<file path="src/rtl/decode_stage.sv">
// RV32I/RV32M decode stage: combinational decode of the incoming word into a
// DEPTH-entry FIFO of decoded records, with flush for branch redirect.
module decode_stage #(
  parameter int DEPTH    = 2,
  parameter bit ENABLE_M = 1'b0
) (
  input  logic                       clk,
  input  logic                       rst_n,
  input  logic                       flush,
  input  logic                       in_valid,
  output logic                       in_ready,
  input  logic [31:0]                in_ir,
  input  logic [31:0]                in_pc,
  output logic                       out_valid,
  input  logic                       out_ready,
  output logic [31:0]                out_pc,
  output logic [4:0]                 srcreg1_num,
  output logic [4:0]                 srcreg2_num,
  output logic [4:0]                 dstreg_num,
  output logic [31:0]                imm,
  output logic [5:0]                 alucode,
  output logic [1:0]                 aluop1_type,
  output logic [1:0]                 aluop2_type,
  output logic                       reg_we,
  output logic                       is_load,
  output logic                       is_store,
  output logic                       is_halt,
  output logic                       illegal,
  output logic [$clog2(DEPTH+1)-1:0] count
);
  localparam int PTR_W = (DEPTH > 1) ? $clog2(DEPTH) : 1;
  localparam int CNT_W = $clog2(DEPTH + 1);

  localparam logic [5:0] ALU_LUI = 6'd0, ALU_JAL = 6'd1, ALU_JALR = 6'd2,
    ALU_BEQ = 6'd3, ALU_BNE = 6'd4, ALU_BLT = 6'd5, ALU_BGE = 6'd6,
    ALU_BLTU = 6'd7, ALU_BGEU = 6'd8, ALU_LB = 6'd9, ALU_LH = 6'd10,
    ALU_LW = 6'd11, ALU_LBU = 6'd12, ALU_LHU = 6'd13, ALU_SB = 6'd14,
    ALU_SH = 6'd15, ALU_SW = 6'd16, ALU_ADD = 6'd17, ALU_SUB = 6'd18,
    ALU_XOR = 6'd19, ALU_OR = 6'd20, ALU_AND = 6'd21, ALU_SLT = 6'd22,
    ALU_SLTU = 6'd23, ALU_SLL = 6'd24, ALU_SRL = 6'd25, ALU_SRA = 6'd26,
    ALU_MUL = 6'd27, ALU_MULH = 6'd28, ALU_MULHSU = 6'd29, ALU_MULHU = 6'd30,
    ALU_DIV = 6'd31, ALU_DIVU = 6'd32, ALU_REM = 6'd33, ALU_REMU = 6'd34,
    ALU_NOP = 6'd63;

  localparam logic [1:0] OP_NONE = 2'd0, OP_REG = 2'd1, OP_IMM = 2'd2, OP_PC = 2'd3;

  typedef struct packed {
    logic [31:0] pc;
    logic [4:0]  rs1;
    logic [4:0]  rs2;
    logic [4:0]  rd;
    logic [31:0] imm;
    logic [5:0]  alucode;
    logic [1:0]  op1;
    logic [1:0]  op2;
    logic        reg_we;
    logic        is_load;
    logic        is_store;
    logic        is_halt;
    logic        illegal;
  } entry_t;

  entry_t             dec_p0;
  entry_t             mem [DEPTH];
  entry_t             head_p1;
  logic [PTR_W-1:0]   rd_ptr, wr_ptr;
  logic               push, pop;

  // Stage 0: combinational decode of the incoming word
  always_comb begin
    logic [6:0]  opc;
    logic [2:0]  f3;
    logic [6:0]  f7;
    logic [31:0] imm_i, imm_s, imm_b, imm_u, imm_j;
    logic        wb, ill;
    opc   = in_ir[6:0];
    f3    = in_ir[14:12];
    f7    = in_ir[31:25];
    imm_i = {{20{in_ir[31]}}, in_ir[31:20]};
    imm_s = {{20{in_ir[31]}}, in_ir[31:25], in_ir[11:7]};
    imm_b = {{19{in_ir[31]}}, in_ir[31], in_ir[7], in_ir[30:25], in_ir[11:8], 1'b0};
    imm_u = {in_ir[31:12], 12'b0};
    imm_j = {{11{in_ir[31]}}, in_ir[31], in_ir[19:12], in_ir[20], in_ir[30:21], 1'b0};
    wb     = 1'b0;
    ill    = 1'b0;
    dec_p0 = '0;
    dec_p0.pc = in_pc;
    unique case (opc)
      7'b0110111: begin
        wb = 1'b1; dec_p0.rd = in_ir[11:7]; dec_p0.imm = imm_u;
        dec_p0.alucode = ALU_LUI; dec_p0.op1 = OP_NONE; dec_p0.op2 = OP_IMM;
      end
      7'b0010111: begin
        wb = 1'b1; dec_p0.rd = in_ir[11:7]; dec_p0.imm = imm_u;
        dec_p0.alucode = ALU_ADD; dec_p0.op1 = OP_IMM; dec_p0.op2 = OP_PC;
      end
      7'b1101111: begin
        wb = 1'b1; dec_p0.rd = in_ir[11:7]; dec_p0.imm = imm_j;
        dec_p0.alucode = ALU_JAL; dec_p0.op1 = OP_NONE; dec_p0.op2 = OP_PC;
      end
      7'b1100111: begin
        wb = 1'b1; dec_p0.rd = in_ir[11:7]; dec_p0.rs1 = in_ir[19:15];
        dec_p0.imm = imm_i; dec_p0.alucode = ALU_JALR;
        dec_p0.op1 = OP_REG; dec_p0.op2 = OP_PC;
      end
      7'b1100011: begin
        dec_p0.rs1 = in_ir[19:15]; dec_p0.rs2 = in_ir[24:20]; dec_p0.imm = imm_b;
        dec_p0.op1 = OP_REG; dec_p0.op2 = OP_REG;
        case (f3)
          3'b000:  dec_p0.alucode = ALU_BEQ;
          3'b001:  dec_p0.alucode = ALU_BNE;
          3'b100:  dec_p0.alucode = ALU_BLT;
          3'b101:  dec_p0.alucode = ALU_BGE;
          3'b110:  dec_p0.alucode = ALU_BLTU;
          3'b111:  dec_p0.alucode = ALU_BGEU;
          default: ill = 1'b1;
        endcase
      end
      7'b0000011: begin
        wb = 1'b1; dec_p0.rd = in_ir[11:7]; dec_p0.rs1 = in_ir[19:15];
        dec_p0.imm = imm_i; dec_p0.is_load = 1'b1;
        dec_p0.op1 = OP_REG; dec_p0.op2 = OP_IMM;
        case (f3)
          3'b000:  dec_p0.alucode = ALU_LB;
          3'b001:  dec_p0.alucode = ALU_LH;
          3'b010:  dec_p0.alucode = ALU_LW;
          3'b100:  dec_p0.alucode = ALU_LBU;
          3'b101:  dec_p0.alucode = ALU_LHU;
          default: ill = 1'b1;
        endcase
      end
      7'b0100011: begin
        dec_p0.rs1 = in_ir[19:15]; dec_p0.rs2 = in_ir[24:20]; dec_p0.imm = imm_s;
        dec_p0.is_store = 1'b1; dec_p0.op1 = OP_REG; dec_p0.op2 = OP_REG;
        case (f3)
          3'b000:  dec_p0.alucode = ALU_SB;
          3'b001:  dec_p0.alucode = ALU_SH;
          3'b010:  dec_p0.alucode = ALU_SW;
          default: ill = 1'b1;
        endcase
      end
      7'b0010011: begin
        wb = 1'b1; dec_p0.rd = in_ir[11:7]; dec_p0.rs1 = in_ir[19:15];
        dec_p0.imm = imm_i; dec_p0.op1 = OP_REG; dec_p0.op2 = OP_IMM;
        case (f3)
          3'b000: dec_p0.alucode = ALU_ADD;
          3'b010: dec_p0.alucode = ALU_SLT;
          3'b011: dec_p0.alucode = ALU_SLTU;
          3'b100: dec_p0.alucode = ALU_XOR;
          3'b110: dec_p0.alucode = ALU_OR;
          3'b111: dec_p0.alucode = ALU_AND;
          3'b001: begin dec_p0.alucode = ALU_SLL; dec_p0.imm = {27'b0, in_ir[24:20]}; end
          default: begin
            dec_p0.alucode = in_ir[30] ? ALU_SRA : ALU_SRL;
            dec_p0.imm     = {27'b0, in_ir[24:20]};
          end
        endcase
      end
      7'b0110011: begin
        wb = 1'b1; dec_p0.rd = in_ir[11:7]; dec_p0.rs1 = in_ir[19:15];
        dec_p0.rs2 = in_ir[24:20]; dec_p0.op1 = OP_REG; dec_p0.op2 = OP_REG;
        if (f7 == 7'b0000000 || f7 == 7'b0100000) begin
          case (f3)
            3'b000:  dec_p0.alucode = in_ir[30] ? ALU_SUB : ALU_ADD;
            3'b001:  dec_p0.alucode = ALU_SLL;
            3'b010:  dec_p0.alucode = ALU_SLT;
            3'b011:  dec_p0.alucode = ALU_SLTU;
            3'b100:  dec_p0.alucode = ALU_XOR;
            3'b101:  dec_p0.alucode = in_ir[30] ? ALU_SRA : ALU_SRL;
            3'b110:  dec_p0.alucode = ALU_OR;
            default: dec_p0.alucode = ALU_AND;
          endcase
        end else if (f7 == 7'b0000001 && ENABLE_M) begin
          case (f3)
            3'b000:  dec_p0.alucode = ALU_MUL;
            3'b001:  dec_p0.alucode = ALU_MULH;
            3'b010:  dec_p0.alucode = ALU_MULHSU;
            3'b011:  dec_p0.alucode = ALU_MULHU;
            3'b100:  dec_p0.alucode = ALU_DIV;
            3'b101:  dec_p0.alucode = ALU_DIVU;
            3'b110:  dec_p0.alucode = ALU_REM;
            default: dec_p0.alucode = ALU_REMU;
          endcase
        end else begin
          ill = 1'b1;
        end
      end
      7'b1110011: begin
        // Only ECALL and EBREAK are recognised; both stop the core
        if (in_ir[31:7] == 25'h0 || in_ir[31:7] == 25'h2000) begin
          dec_p0.is_halt = 1'b1; dec_p0.imm = imm_i; dec_p0.alucode = ALU_NOP;
        end else begin
          ill = 1'b1;
        end
      end
      default: ill = 1'b1;
    endcase
    dec_p0.reg_we = wb && (in_ir[11:7] != 5'd0);
    if (ill) begin
      dec_p0         = '0;
      dec_p0.pc      = in_pc;
      dec_p0.illegal = 1'b1;
    end
  end

  assign in_ready  = (count < CNT_W'(DEPTH));
  assign out_valid = (count != '0);
  assign push      = in_valid && in_ready && !flush;
  assign pop       = out_valid && out_ready && !flush;

  // Stage 1: FIFO of decoded records
  always_ff @(posedge clk or negedge rst_n) begin
    if (!rst_n) begin
      count  <= '0;
      rd_ptr <= '0;
      wr_ptr <= '0;
    end else if (flush) begin
      count  <= '0;
      rd_ptr <= '0;
      wr_ptr <= '0;
    end else begin
      if (push) wr_ptr <= wr_ptr + PTR_W'(1);
      if (pop)  rd_ptr <= rd_ptr + PTR_W'(1);
      if (push && !pop)      count <= count + CNT_W'(1);
      else if (pop && !push) count <= count - CNT_W'(1);
    end
  end

  always_ff @(posedge clk) begin
    if (push) mem[wr_ptr] <= dec_p0;
  end

  assign head_p1     = out_valid ? mem[rd_ptr] : '0;
  assign out_pc      = head_p1.pc;
  assign srcreg1_num = head_p1.rs1;
  assign srcreg2_num = head_p1.rs2;
  assign dstreg_num  = head_p1.rd;
  assign imm         = head_p1.imm;
  assign alucode     = head_p1.alucode;
  assign aluop1_type = head_p1.op1;
  assign aluop2_type = head_p1.op2;
  assign reg_we      = head_p1.reg_we;
  assign is_load     = head_p1.is_load;
  assign is_store    = head_p1.is_store;
  assign is_halt     = head_p1.is_halt;
  assign illegal     = head_p1.illegal;
endmodule

</file>
<file path="config.mk">
export PLATFORM = sky130hd
export DESIGN_NAME = decode_stage
export DESIGN_NICKNAME = d
export VERILOG_FILES = /design/src/rtl/decode_stage.sv
export SDC_FILE = /design/constraint.sdc
export NUM_CORES = 1
export LEC_CHECK = 0
export CAP_MARGIN = 15
export CORE_MARGIN = 2
export CORE_UTILIZATION = 55
export DETAILED_ROUTE_END_ITERATION = 16
export PLACE_DENSITY_LB_ADDON = 0.3
export SYNTH_ARGS = -nofsm -noshare
export SYNTH_HDL_FRONTEND = slang
export SYNTH_SLANG_ARGS = --single-unit
</file>
<file path="constraint.sdc">
create_clock -name clk -period 22.4 [get_ports clk]
set_input_delay 2.24 -clock clk [delete_from_list [all_inputs] [get_ports clk]]
set_output_delay 2.24 -clock clk [all_outputs]
set_load 0.01 [all_outputs]
</file>
Yosys cells after proc, flatten, opt, wreduce, memory -nomap -nowiden
Memories as Yosys holds them, arrays and structs flattened.
Index checks and enable logic that the tools add are counted.
{ "classes": {"n_addsub": 4, "mul": 0, "n_div": 0, "magnitude_cmp": 1, "eq_ne": 19, "n_shift": 0, "muxes": 38, "n_bitwise": 0, "reduce_logical": 31} }
{ "ops": {"columns": ["operator", "n"], "rows": [
  ["$pmux 32 s7", 1],
  ["$mux 94", 1],
  ["$mux 62", 1],
  ["$pmux 4 s7", 2],
  ["$pmux 6 s9", 1],
  ["$pmux 4 s6", 2],
  ["$mux 38", 1],
  ["$mux 32", 1],
  ["$eq 7x6->1 const B", 4],
  ["$eq 7x7->1 const B", 4],
  ["$eq 25x14->1 const B", 1],
  ["$logic_not 25->1", 1],
  ["$mux 5", 4],
  ["$pmux 4 s5", 1],
  ["$reduce_or 6->1", 3],
  ["$mux 1", 16],
  ["$pmux 5 s3", 1],
  ["$eq 7x5->1 const B", 2],
  ["$eq 3x3->1 const B", 4],
  ["$mux 2", 5],
  ["$reduce_or 5->1", 2],
  ["$eq 7x2->1 const B", 1],
  ["$logic_and 1x1->1", 7],
  ["$logic_not 7->1", 1],
  ["other kinds (16)", 26]
]} }
{ "word_totals": {"regBits": 4, "latch_bits": 0, "ramBits": 188, "mem_bits_ro": 0, "out_inout_bits": 98, "memories": 1} }
{ "mem_list": {"columns": ["memory", "depth", "width", "rd", "rd_clocked_by_memory_dff", "write_ports", "line", "source"], "rows": [
  ["mem", 2, 94, 1, 0, 1, "64", "entry_t mem [DEPTH];"]
]} }

Logic depth before layout (Yosys ltp)
Gate-level depths: netlist of the first run.
{ "depth": {"depth_word": 8, "ltp_mapped": 8} }

Worst setup path before layout of the first run
No wires, ideal clock.
{ "synth_timing": {"path_kind": "input to register", "start": "input port in_valid", "end": "memory mem[1][0] in the netlist's numbering (enable)", "t_arrival_ps": 9207, "required_ps": 21719, "setup_slack_ps": 12513, "stages": 2, "path_cell_list": "nand2_1 > nor3b_1"} }
{ "synth_via": {"elab_chain_len": 4} }
{ "synth_lines": {"columns": ["item", "line", "source"], "rows": [
  ["from (decl)", "10", "input logic in_valid,"],
  ["$logic_and 1x1->1 (2 in series)", "208", "assign push = in_valid && in_ready && !flush;"],
  ["$mux 1", "230", "if (push) mem[wr_ptr] <= dec_p0;"],
  ["$mux 1 (not written as such)", "230", null],
  ["to (decl)", "64", null]
]} }
Every way passes these cells.

Worst setup path after layout of the first run
{ "layout_timing": {"start": "register rd_ptr", "end": "output port imm[2]"} }
{ "layout_via": {"elab_chain_len": 2} }
{ "layout_lines": {"columns": ["item", "line", "source"], "rows": [
  ["from (decl)", "66", "logic [PTR_W-1:0] rd_ptr, wr_ptr;"],
  ["from (signal assigned)", "223", "if (pop) rd_ptr <= rd_ptr + PTR_W'(1);"],
  ["$mem_v2 2x94", null, null],
  ["$mux 94", "233", "assign head_p1 = out_valid ? mem[rd_ptr] : '0;"],
  ["to (decl)", "20", "output logic [31:0] imm,"]
]} }
Every way passes these cells.

==> impl_metrics.json, run 1 <==
{
  "synth_top_cell_area_share_pct": 65.4,
  "fill_cells": 1035,
  "peakVddDrop_mv": 0.0495,
  "start_util_pct": 56.6,
  "vias": 5883,
  "synth.avg_cell_area_um2": 12.9,
  "grt_usage_pct": 24.2,
  "hold_path.startpoint": "wr_ptr",
  "stdcell_count": 1038,
  "reg2reg_from": "rd_ptr",
  "post_drt_wl_per_cell_um": 19.4,
  "gp_congestion": 0.878,
  "status": "completed",
  "critPathCaptureType": "output pin",
  "root_buffer": "clkbuf_16",
  "dp_hpwl_um": 13400,
  "grt_pass1_vias": 5799,
  "drt-initial-drc-count": 608,
  "place_area_mm2": 0.0104,
  "tightest_slew_ps": 1090,
  "post-place-ws_ps": 17010,
  "final_cell_mix": "188 x edfxtp_1, 166 x clkdlybuf4s50_1, 118 x nor2_1",
  "synth_flop_cell": "edfxtp_1",
  "synth_edf_count": 188,
  "synth_area_leader_cell": "edfxtp_1",
  "portBuffers": 166,
  "clk_pin_slew_worst_paths_ps": 70,
  "worst_setup_path_start_kind": "flip-flop",
  "critPathMaxFanout": 65,
  "finalClockSkew_ps": 6.34,
  "power_uw": 803,
  "multi_input_area_mm2": 0.00267,
  "grt_max_degree": 96,
  "worstHoldPathCells": 2,
  "routed_wl_um": 20200,
  "cts_sinks": 192,
  "total_leakage_power_nw": 3.49,
  "maxSlewHeadroom_pct": 27.2,
  "boundaryPins": 167,
  "worst_r2r_path_depth": 3,
  "fin_nets": 883,
  "grt-ovfl-total": 0,
  "drive_gt1_share_pct": 5.68,
  "drv_cap": 0,
  "drv_slew": 0,
  "synth.top_cells.by_area": "edfxtp_1 65%, mux2i_1 11%, nor2_1 5.2%",
  "num_antenna_cells": 0,
  "fin_util_pct": 72.2,
  "max_freq_ghz": 0.185,
  "hold_violations": 0,
  "cts_inserted_buffers": 17,
  "finalCriticalPeriod_ps": 5410,
  "ctsHoldBuffers": 0,
  "die_x_um": 129,
  "worst_ep_arrival_time_ps": 3170,
  "syn_area_mm2": 0.00864,
  "syn-instance-count": 669,
  "finalSetupTns_ps": 0,
  "cts_tree": "yes",
  "fp-row-count": 45,
  "setup_violations": 0,
  "grt_pass1_wl_um": 30700,
  "whs_endpoint": "wr_ptr",
  "worstPathRequired_ps": 20160,
  "coreArea_mm2": 0.0153,
  "first_pass_iters": 5,
  "die_h_um": 129,
  "powerDensity_mw_per_mm2": 72.9,
  "detail-route-antenna-nets": 0,
  "hold_class": "reg -> reg",
  "regToRegEndpoint": "rd_ptr",
  "yosys_warnings": 0,
  "final_common_cell": "edfxtp_1",
  "seq_area_mm2": 0.00575,
  "rsz0062_at_grt": "no",
  "postLayoutSetupSlackWorst_ps": 16990,
  "synth_seq_cells": 192,
  "route.detailed.drc": 0,
  "ys_async_sr_fraction_pct": 2.08,
  "worstSetupPathType": "reg -> out",
  "post_cts_resized": 0,
  "area_growth_pct": 27.5,
  "postCtsSetupBuffers": 0,
  "ys_types": 51,
  "fin_area_mm2": 0.0110,
  "timing.hold.ws_ps": 607,
  "yosysSeqAreaShare_pct": 66.5,
  "clockBufferDepth": 2,
  "insertion_delay_ps": 420,
  "vias_per_cell": 5.67,
  "htreeDepth": 4,
  "synth.net_count": 738,
  "dieArea_mm2": 0.0167,
  "post-place-cells": 1005,
  "rrSetupSlack_ps": 20250,
  "grt_antenna_before_repair": 0,
  "post-route-period-util_pct": 24.1
}
synthesized netlist by cell type (7+ instances only):
| cell type | count |
|---|---|
| edfxtp_1 | 188 |
| nor2_1 | 119 |
| mux2i_1 | 97 |
| clkbuf_1 | 31 |
| nor3_1 | 31 |
| a21oi_1 | 27 |
| nand2_1 | 22 |
| nand3_1 | 14 |
| o21ai_0 | 14 |
| buf_1 | 12 |
| and2_1 | 11 |
| inv_1 | 11 |
| nor2b_1 | 10 |
| nor4b_1 | 9 |
| nor4_1 | 7 |
critical path, cell delays in order, from the launching register on:
cell and delay [ps]:
dfrtp_4 770, buf_4 940, mux2i_1 200, nor2_1 180, clkdlybuf4s50_1 610
registers in the layout, summed over array words and instances, names as in the netlist:
| register | flops |
|---|---|
| mem | 188 |
| count | 2 |
| rd_ptr | 1 |
| wr_ptr | 1 |
cells by family (layout without fill, tap and decap cells):
kind of cell | after synthesis | in the layout | share of synthesized area, %
AO/OA/AOI/OAI | 71 | 71 | 5.11
XOR/XNOR | 3 | 3 | 0.304
buffers and inverters | 59 | 217 | 2.85
flip-flops | 192 | 192 | 66.5
multiplexers | 99 | 99 | 11.5
AND/OR/NAND/NOR | 245 | 245 | 13.7
per-layer routing:
metal  track usage, %  part of all wire (%)  vias up
li1                 -                     -     2778
met1             32.6                    43     2829
met2             38.9                    48      241
met3             5.41                   6.9       35
met4             8.95                   2.4        0
met5                0                     0        -
worst max-delay path by stage:
stage / startpoint / to / slack [ps] / depth (start not counted)
finish: rd_ptr / imm[2] / 16990 / 4
global route: rd_ptr / imm[2] / 16790 / 4
CTS: rd_ptr / imm[2] / 16930 / 4
detailed placement: in_ir[2] / mem[1][24] / 17010 / 6
global placement: in_ir[2] / mem[0][20] / 17140 / 6
floorplan: in_valid / mem[1][0] / 12510 / 2
power breakdown:
part / total (mW) / switching, mW / leakage [nW] / internal, mW
Sequential: 0.413 / 0.00575 / 1.75 / 0.407
Combinational: 0.0970 / 0.0509 / 1.46 / 0.0461
Clock: 0.293 / 0.127 / 0.274 / 0.166
Total: 0.803 / 0.184 / 3.49 / 0.619
final cells by class:
type / instances / area share [%]
clock inverters: 11 / 1.19
flip-flops and latches: 192 / 52.2
clock buffers: 21 / 4.00
multi-input cells: 418 / 24.2
inverters: 11 / 0.375
well taps: 211 / 2.40
repair buffers: 174 / 15.6
(Power assumes the default switching activity.)
==> inputs of run 2 (changes only) <==
Settings changed: CORE_UTILIZATION 55 to 47.
Clock period 22.4 ns to 4.6 ns, I/O delays scaled along.
==> run 2 against run 1 <==
  * Routed wire length fell by 0.33%
  * Core utilization fell by 11 points
  * Via count up 0.22%
  * Sequential cell count unchanged
  * Sequential power rose to 4.9 times the previous value
  * Register-to-register slack got worse by 18000 ps
  * Sequential share of layout area down 0.44 points
==> impl_metrics.json, run 2 (synthesis gave the netlist of run 1 again) <==
{
  "cts_inserted_buffers": 17,
  "clk_pin_slew_worst_paths_ps": 70,
  "stdcell_count": 1058,
  "hold_violations": 0,
  "finalClockSkew_ps": 6.71,
  "worst_setup_path_start_kind": "primary input",
  "drv_slew": 0,
  "finalSetupTns_ps": 0,
  "detail-route-antenna-nets": 0,
  "vias": 5896,
  "grt-ovfl-total": 0,
  "coreArea_mm2": 0.0180,
  "post-route-period-util_pct": 71.4,
  "area_growth_pct": 28.6,
  "p_sw_uw": 912,
  "post-place-cells": 1025,
  "maxSlewHeadroom_pct": 25.0,
  "fin_nets": 884,
  "portBuffers": 166,
  "drive_gt1_share_pct": 6.04,
  "route.detailed.drc": 0,
  "cts_tree": "yes",
  "drv_cap": 0,
  "critPathCaptureType": "flip-flop",
  "worstPathRequired_ps": 4760,
  "grt_pass1_vias": 5718,
  "clockBufferDepth": 2,
  "postCtsSetupBuffers": 0,
  "power_mw": 3.98,
  "rrSetupSlack_ps": 2460,
  "die_x_um": 140,
  "boundaryPins": 167,
  "place_area_mm2": 0.0105,
  "internal-power_mw": 3.07,
  "final_common_cell": "edfxtp_1",
  "first_pass_iters": 6,
  "post_drt_wl_per_cell_um": 19.0,
  "path_cells": "clkdlybuf4s50_1 -> nor3_1 -> nand4_1 -> o31a_1 -> or4_4 -> nor4_1",
  "reg2reg_from": "count[1]",
  "total_leakage_power_nw": 3.52,
  "gp_congestion": 0.830,
  "tightest_slew_ps": 1120,
  "status": "completed",
  "largest_register_ffs": 188,
  "critPathMaxFanout": 43,
  "grt_usage_pct": 20.6,
  "dieArea_mm2": 0.0195,
  "worst_r2r_path_depth": 4,
  "root_buffer": "clkbuf_16",
  "dp_hpwl_um": 13500,
  "fin_area_mm2": 0.0111,
  "regMostFlops": "mem",
  "fp-row-count": 49,
  "final_cell_mix": "188 x edfxtp_1, 166 x clkdlybuf4s50_1, 118 x nor2_1",
  "ctsHoldBuffers": 0,
  "rsz0062_at_grt": "no",
  "grt_pass1_wl_um": 31300,
  "p_seq_share_pct": 50.4,
  "clkPwrFrac_pct": 37.7,
  "grt_max_degree": 96,
  "cpMaxStageDelayCell": "clkdlybuf4s50_1",
  "reg.largest.list": "mem x188, count x2",
  "timing.hold.ws_ps": 231,
  "switching_share_pct": 22.9,
  "htreeDepth": 4,
  "cp_slowest_stage_delay_ps": 740,
  "crit_buf_inv": 1,
  "max_freq_ghz": 0.305,
  "cp_top_family": "simple AND/OR/NAND/NOR gates",
  "hold_class": "in -> async",
  "regToRegEndpoint": "mem[1][40]",
  "routed_wl_um": 20100,
  "cts_sinks": 192,
  "start_util_pct": 47.9,
  "setup_violations": 0,
  "grt_antenna_before_repair": 0,
  "powerDensity_mw_per_mm2": 359,
  "insertion_delay_ps": 420,
  "combPwrFrac_pct": 11.9,
  "die_h_um": 140,
  "worst_ep_arrival_time_ps": 3450,
  "peakVddDrop_mv": 0.258,
  "finalCriticalPeriod_ps": 3280,
  "vias_per_cell": 5.57,
  "worstSetupPathType": "in -> reg",
  "post_cts_resized": 0,
  "drt-initial-drc-count": 414
}
[run 2: worst register-to-register path, cell delays in order (launching register included)]
cell and delay, ps:
dfrtp_1 440, inv_1 90, nand2_1 170, nor3b_4 250
buf_4 740
[run 2: how the worst max path moves through the flow]
stage / start / endpoint / depth (start not counted)
finish: in_ir[13] / mem[1][46] / 6
detailed placement: in_ir[13] / mem[0][24] / 6
global route: in_ir[13] / mem[0][21] / 6
global placement: in_ir[2] / mem[0][22] / 6
CTS: in_ir[13] / mem[0][24] / 6
floorplan: count[1] / mem[1][0] / 3
[run 2: power groups by stage]
stage	Clock [mW]	Sequential (mW)	Combinational (mW)
2_1_floorplan	0	2.04	0.249
4_1_cts	1.53	2.01	0.478
3_3_place_gp	0	2.04	0.470
6_report	1.50	2.01	0.474
3_5_place_dp	0	2.05	0.476
5_1_grt	1.60	2.01	0.512
[run 2: area by class of cell]
| type | instances | area (um2) |
|---|---|---|
| clock buffers | 17 | 425 |
| well taps | 229 | 287 |
| clock inverters | 15 | 180 |
| flip-flops and latches | 192 | 5750 |
| repair buffers | 175 | 1740 |
| inverters | 11 | 41.3 |
| fillers | 1436 | 6920 |
| multi-input cells | 418 | 2680 |
| diodes | 1 | 2.50 |
[run 2: metrics by stage]
stage          util [%]  setup WS, ps
2_1_floorplan         -           968
3_3_place_gp       58.2          1120
6_report           61.6          1320
3_5_place_dp       58.2           968
4_1_cts            61.6          1390
5_1_grt            61.6          1080
[run 2: layer usage]
metal	vias up	track usage, %	routed length, um
met5	-	0	0
met4	0	8.37	555
met3	32	3.89	1150
met2	228	32.6	9340
met1	2856	28.4	9070
li1	2780	-	-
